<file path="config.mk">
export PLATFORM = sky130hd
export DESIGN_NAME = axis_adc_dec4
export DESIGN_NICKNAME = d
export VERILOG_FILES = /design/src/rtl/axis_adc_dec4.sv
export SDC_FILE = /design/constraint.sdc
export NUM_CORES = 1
export LEC_CHECK = 0
export CAP_MARGIN = 20
export CORE_MARGIN = 1.5
export CORE_UTILIZATION = 59
export CTS_BUF_LIST = sky130_fd_sc_hd__clkbuf_8
export CTS_CLUSTER_DIAMETER = 40
export CTS_CLUSTER_SIZE = 8
export DETAILED_ROUTE_END_ITERATION = 6
export DONT_BUFFER_PORTS = 1
export GPL_ROUTABILITY_DRIVEN = 0
export PLACE_DENSITY = 0.88
export SYNTH_ARGS = -nofsm -noshare
export SYNTH_HDL_FRONTEND = slang
export SYNTH_SLANG_ARGS = --single-unit
</file>
<file path="constraint.sdc">
create_clock -name aclk -period 2.25 [get_ports aclk]
set_clock_uncertainty 0.05 [all_clocks]
set_input_delay 0.45 -clock aclk [delete_from_list [all_inputs] [get_ports aclk]]
set_output_delay 0.45 -clock aclk [all_outputs]
set_load 0.02 [all_outputs]
</file>
<file path="src/rtl/axis_adc_dec4.sv">
`default_nettype none
// ============================================================================
//  Module   : axis_adc_dec4
//  Purpose  : Fixed 4:1 boxcar decimator for the raw ADC stream. It sums four
//             consecutive signed ADC samples into one signed word that is two
//             bits wider, so the sum can never overflow. It also exports the
//             slot index that downstream stages use for 0/90/180/270
//             alignment.
//  Ports    : aclk, areset      - clock (rising edge), async active-high reset
//             S_AXIS_tdata/tvalid/tready - raw ADC input; tready is always 1
//             dec_sync          - realign strobe: drops the partial sum and
//                                 restarts the slot count
//             overrange_clear   - clears the sticky overrange flag
//             M_AXIS_tdata/tvalid - decimated sum, tvalid is a 1-cycle pulse
//             phase             - slot the next accepted sample will occupy
//             overrange         - sticky flag for full-scale ADC codes
//  Config   : define ADC_DEC_OVERRANGE_EN to build the overrange detector;
//             without it, overrange is tied low.
//  Revision : 1.0 - initial release
// ============================================================================
module axis_adc_dec4 #(
    parameter int ADC_DATA_WIDTH    = 14,
    parameter int S_AXIS_DATA_WIDTH = 16,
    parameter int M_AXIS_DATA_WIDTH = 16
) (
    input  logic                         aclk,
    input  logic                         areset,
    input  logic [S_AXIS_DATA_WIDTH-1:0] S_AXIS_tdata,
    input  logic                         S_AXIS_tvalid,
    output logic                         S_AXIS_tready,
    input  logic                         dec_sync,
    input  logic                         overrange_clear,
    output logic [M_AXIS_DATA_WIDTH-1:0] M_AXIS_tdata,
    output logic                         M_AXIS_tvalid,
    output logic [1:0]                   phase,
    output logic                         overrange
);

    typedef enum logic [1:0] {
        S0 = 2'd0,
        S1 = 2'd1,
        S2 = 2'd2,
        S3 = 2'd3
    } phase_t;

    phase_t                        phase_q;
    logic [M_AXIS_DATA_WIDTH-1:0]  acc_q;
    logic [M_AXIS_DATA_WIDTH-1:0]  m_tdata_q;
    logic                          m_tvalid_q;

    logic [ADC_DATA_WIDTH-1:0]     raw_w;
    logic [M_AXIS_DATA_WIDTH-1:0]  x_w;
    logic [M_AXIS_DATA_WIDTH-1:0]  sum_d;

    // Upper bus bits carry no sample information.
    assign raw_w = S_AXIS_tdata[ADC_DATA_WIDTH-1:0];
    assign x_w   = {{(M_AXIS_DATA_WIDTH-ADC_DATA_WIDTH){raw_w[ADC_DATA_WIDTH-1]}}, raw_w};
    // Two's-complement add; width is ADC+2 so four samples never wrap.
    assign sum_d = acc_q + x_w;

    generate
        if (S_AXIS_DATA_WIDTH > ADC_DATA_WIDTH) begin : g_upper_bits
            wire unused_upper_w = &{1'b0, S_AXIS_tdata[S_AXIS_DATA_WIDTH-1:ADC_DATA_WIDTH]};
        end
    endgenerate

    // Slot counter, accumulator and output register.
    always_ff @(posedge aclk or posedge areset) begin
        if (areset) begin
            phase_q    <= S0;
            acc_q      <= '0;
            m_tdata_q  <= '0;
            m_tvalid_q <= 1'b0;
        end else begin
            m_tvalid_q <= 1'b0;
            if (dec_sync) begin
                // Partial sum is dropped without producing an output, even
                // from S3; a simultaneous sample opens the new group.
                if (S_AXIS_tvalid) begin
                    acc_q   <= x_w;
                    phase_q <= S1;
                end else begin
                    acc_q   <= '0;
                    phase_q <= S0;
                end
            end else if (S_AXIS_tvalid) begin
                case (phase_q)
                    S0: begin
                        acc_q   <= x_w;
                        phase_q <= S1;
                    end
                    S1: begin
                        acc_q   <= sum_d;
                        phase_q <= S2;
                    end
                    S2: begin
                        acc_q   <= sum_d;
                        phase_q <= S3;
                    end
                    S3: begin
                        acc_q      <= sum_d;
                        m_tdata_q  <= sum_d;
                        m_tvalid_q <= 1'b1;
                        phase_q    <= S0;
                    end
                    default: begin
                        acc_q   <= '0;
                        phase_q <= S0;
                    end
                endcase
            end
        end
    end

`ifdef ADC_DEC_OVERRANGE_EN
    localparam logic [ADC_DATA_WIDTH-1:0] MAX_CODE = {1'b0, {(ADC_DATA_WIDTH-1){1'b1}}};
    localparam logic [ADC_DATA_WIDTH-1:0] MIN_CODE = {1'b1, {(ADC_DATA_WIDTH-1){1'b0}}};

    logic overrange_q;
    logic hit_w;

    assign hit_w = S_AXIS_tvalid && ((raw_w == MAX_CODE) || (raw_w == MIN_CODE));

    // Set has priority over clear so a clipped sample is never lost.
    always_ff @(posedge aclk or posedge areset) begin
        if (areset) begin
            overrange_q <= 1'b0;
        end else if (hit_w) begin
            overrange_q <= 1'b1;
        end else if (overrange_clear) begin
            overrange_q <= 1'b0;
        end
    end

    assign overrange = overrange_q;
`else
    wire unused_clear_w = overrange_clear;
    assign overrange = 1'b0;
`endif

    assign S_AXIS_tready = 1'b1;
    assign M_AXIS_tdata  = m_tdata_q;
    assign M_AXIS_tvalid = m_tvalid_q;
    assign phase         = phase_q;

endmodule
`default_nettype wire
</file>
# ---- Yosys cells after proc, flatten, opt, wreduce, memory -nomap -nowiden
# Index checks and enable logic that the tools add are counted.
dict set report op_classes {
  n_addsub 1
  n_eq_ne 3
  n_mux 11
  bitwise 1
  reduce_logical 4
}
# op count
set ops {}
lappend ops {{$mux 16} 3}
lappend ops {{$pmux 16 s2} 1}
lappend ops {{$add 16x16->16} 1}
lappend ops {{$pmux 2 s4} 1}
lappend ops {{$eq 2x2->1 const B} 2}
lappend ops {{$mux 1} 4}
lappend ops {{$mux 2} 2}
lappend ops {{$reduce_and 3->1} 1}
lappend ops {{$reduce_or 3->1} 1}
lappend ops {{$eq 2x1->1 const B} 1}
lappend ops {{$logic_not 2->1} 1}
lappend ops {{$reduce_bool 2->1} 1}
lappend ops {{$not 1->1} 1}
dict set report word_totals {
  reg_bits 35
  in_bits 21
  output_inout_bits 21
  elab_cells 24
}

# ---- Logic depth before layout (Yosys ltp)
dict set report depth {
  depth_word 5
  ltp_mapped 9
  depth_no_buf 9
}

# ---- Worst setup path before layout
# No wires, ideal clock.
dict set report synth_path {
  path_type {input-to-reg}
  start {in S_AXIS_tdata[0]}
  end {reg acc_q[14]}
  setup_ps 141
  t_arrival_ps 2059
  required_ps 2059
  path_slack_ps -1
  cell_stages 9
  n_path_buf 0
  path_cell_list {ha_1 > fa_1 > a21oi_1 > o21ai_1 > a21oi_1 > nor4b_1 > nor3_2 > xor2_1 > o221ai_1}
}
dict set report synth_between {
  elab_chain_len 4
}
# item line_no
set synth_rtl {}
lappend synth_rtl {{start, declared} 28} ;# input logic [S_AXIS_DATA_WIDTH-1:0] S_AXIS_tdata,
lappend synth_rtl {{$add 16x16->16} 59} ;# assign sum_d = acc_q + x_w;
lappend synth_rtl {{$pmux 16 s2} 87} ;# case (phase_q)
lappend synth_rtl {{$mux 16} 86} ;# end else if (S_AXIS_tvalid) begin
lappend synth_rtl {{$mux 16} 76} ;# if (dec_sync) begin
lappend synth_rtl {{end signal, assigned} 80} ;# acc_q <= x_w;
lappend synth_rtl {{end signal, assigned} 89} ;# acc_q <= x_w;
lappend synth_rtl {{end signal, assigned} 93} ;# acc_q <= sum_d;
lappend synth_rtl {{end, declared} 47} ;# logic [M_AXIS_DATA_WIDTH-1:0] acc_q;
# Every way passes these cells. The select of a mux whose other input is x is not followed.
# A chain may end at the register's enable or synchronous reset.

# ---- Worst setup path after layout
dict set report layout_path {
  start {reg acc_q[0]}
  end {reg acc_q[14]}
}
dict set report layout_between {
  elab_chain_len 4
}
# item line_no
set layout_rtl {}
lappend layout_rtl {{$add 16x16->16} 59}
lappend layout_rtl {{$pmux 16 s2} 87}
lappend layout_rtl {{$mux 16} 86}
lappend layout_rtl {{$mux 16} 76}
# Every way passes these cells. The select of a mux whose other input is x is not followed.

==> run summary <==
Status -> complete, no violations
Most common cell in the netlist -> nand2_1
Area Overhead vs Synth -> 10.44%
EDFF count, synth -> 0
Worst setup path class -> reg -> reg
PD cells -> 989.4 nW/um^2
Peak VDD IR -> 0.4571 mV
Gate count after technology mapping -> 238
Setup TNS -> 0 ns
Post-DP Area -> 2251 sq um
Final Slew Violations -> 0
Unique masters post-synth -> 44
Reg2reg start -> acc_q[0]$_DFFE_PP0P_
Delay of the slowest critical-path stage -> 0.38 ns
Power, Total -> 2.383 mW
Leakage -> 1.107 nW
H-tree Lvls -> 2
Chip width -> 63.80 microns
Initial DRC Count -> 101
Critical Path End Type -> register
Vias in the first global route -> 1857
WL final -> 4924 microns
Die footprint -> 4070 sq um
Ant diodes -> 0
First-pass GRT wire length -> 8355 microns
Top cell type's share of synthesized area -> 40.16%
Critical path data required time -> 2.34 ns
Clock tree sinks -> 35
CP startpoint -> acc_q[0]$_DFFE_PP0P_
Ys async rst share -> 100.0%
CTS buffer count -> 5
Mapped Area -> 2181 sq um
Max Cap Violations -> 0
Period utilization -> 97.56%
Reg area -> 875.8 sq um
Synth Area per Inst -> 9.163 sq um
Fill count -> 258
Multi-input logic area -> 1270 sq um
Crit-path slowest cell -> dfrtp_1
Final #Nets -> 284
Core Region -> 3442 sq um
Clock buffer depth -> 2
Setup slack after layout -> 0.05495 ns
Peak Freq -> 455.6 MHz
Tmin final -> 2.195 ns
Row count -> 21
Fin area -> 2409 sq um
RSZ-0062 raised after global routing -> true
Pin count of the biggest net entering global routing -> 36
Clk root buf -> clkbuf_8
TritonCTS clock tree -> built
I/O pins -> 42
Synth top cells by count -> nand2_1 (36), dfrtp_1 (35), o21ai_0 (23), ha_1 (17), a21oi_1 (14)
Vias/cell -> 6.089
Seq/Total Area, Yosys -> 40.16%
Syn_nets -> 277
Initial Utilization -> 63.36%
Primary FF master, synth -> dfrtp_1
Reg clk slew, reported paths -> 0.07 ns
Antenna Nets Post-Route -> 0
Post-place setup slack -> -0.2065 ns
DRT Pass-1 Iters -> 4
Clock Latency Late Sink -> 0.29 ns
Initial antenna violation count -> 0
WL/cell -> 16.86 microns
DRC -> 0
HPWL after DPL -> 3540 microns
Layout cell share with drive strength beyond 1 -> 15.45%
Final Non-Filler Cells -> 292
Cells after DPL -> 281
Chip height -> 63.80 microns
Yosys reg bits -> 35
Worst hold path class -> in -> async
Yosys top cell by area -> dfrtp_1
Syn. warnings -> 0
Top cells by area, synth -> dfrtp_1 (40%), ha_1 (9.8%), nand2_1 (6.2%)
Worst EP arrival -> 2.29 ns
Crit start category -> register
Final Hold Vio Count -> 0
GRT Util Overall -> 26.55%
Total global routing overflow -> 0
Vias -> 1778
CP max FO -> 3
# port buffers -> 0
# setup viols final -> 0
Critical-path cell list -> ha_2 > fa_2 > a21oi_4 > o21ai_2 > a21oi_2 > nor4b_2 > nor3_2 > xor2_1 > o221ai_1
## final timing paths
kind | end | slack, ns | cells past startpoint
min in group aclk | phase[1]$_DFFE_PP0P_ | 0.17 | 1
setup reg to reg | acc_q[14]$_DFFE_PP0P_ | 0.05 | 9
setup / recovery | acc_q[14]$_DFFE_PP0P_ | 0.05 | 9
max in group asynchronous | M_AXIS_tdata[10]$_DFFE_PP0P_ | 1.74 | 2
hold / removal | M_AXIS_tdata[7]$_DFFE_PP0P_ | 0.09 | 2
hold reg to reg | acc_q[10]$_DFFE_PP0P_ | 0.49 | 2
## state kept, by name (all words and copies together), names as in the netlist
signal	flops
M_AXIS_tdata	16
acc_q	16
phase	2
M_AXIS_tvalid	1
## repair_timing
| action | in CTS | in global routing |
|---|---|---|
| endpoints found under the setup margin | 8 | 12 |
| buffers inserted | 2 | 1 |
| pin swaps | 3 | 7 |
| resized for setup | 2 | 11 |
| hold buffers | 0 | 0 |
## power breakdown
part           leakage (nW)  switching [mW]  total, mW  internal [mW]
Clock                0.0505           0.218      0.426          0.208
Sequential            0.447           0.298       1.11          0.817
Combinational         0.609           0.474      0.842          0.368
Total                  1.11           0.990       2.38           1.39
## per-layer routing
layer / wire length [microns] / share of wire (%) / global-route usage (%)
met3: 379 / 7.7 / 7.218
met4: 114 / 2.3 / 16.30
met2: 2419 / 49 / 43.36
met1: 2011 / 41 / 30.88
met5: 0 / 0 / 0
## kinds of logic after synthesis
kind of cell             count (synthesis)  share of synthesized area, %
multiplexers                             1                        0.4590
AO/OA/AOI/OAI                           82                         24.61
XOR/XNOR                                15                         6.024
other                                    2                        0.3444
AND/OR/NAND/NOR                         63                         13.48
flip-flops                              35                         40.16
buffers and inverters                   22                         4.245
adder cells (fa/ha/maj)                 18                         10.67
## cells in the final DEF (no fill, tap or decap), drive strengths merged, types with 2 or more instances in the layout
master   netlist  final
conb           2      2
a22oi          4      4
a22o           3      3
and3           2      2
buf            3     11
nand2b         2      2
inv            9     11
a21oi         15     15
a2bb2oi        3      3
clkinv         2      3
dfrtp         35     35
xnor2         12     12
a32oi          5      5
clkbuf         8      5
o221ai         2      2
nor2          10     10
o21ai         35     35
o2bb2ai        2      2
xor2           3      3
a21o           5      5
nand2         36     36
ha            17     17
nor3           3      3
nand3          6      6
## area by class of cell
cell class	instances	area share (%)
Multi-Input combinational cell	181	52.73
Sequential cell	35	36.36
Timing Repair Buffer	11	3.429
Clock buffer	5	2.857
Tap cell	46	2.390
Inverter	11	1.714
Clock inverter	3	0.5195
## critical path, delay by kind of cell, from the launching register on
family	cells	cell delay (ns)
AND/OR/NAND/NOR	2	0.23
AO/OA/AOI/OAI	4	0.59
flip-flops	1	0.38
XOR/XNOR	1	0.22
adder cells (fa/ha/maj)	2	0.56
## stage by stage
step	hold WS, ns	util, %
global route	0.1333	69.97
CTS	0.1099	68.38
global placement	0.4151	65.39
detailed placement	0.4188	65.39
finish	0.09133	69.97
floorplan	0.4326	-
(Power assumes the default switching activity.)
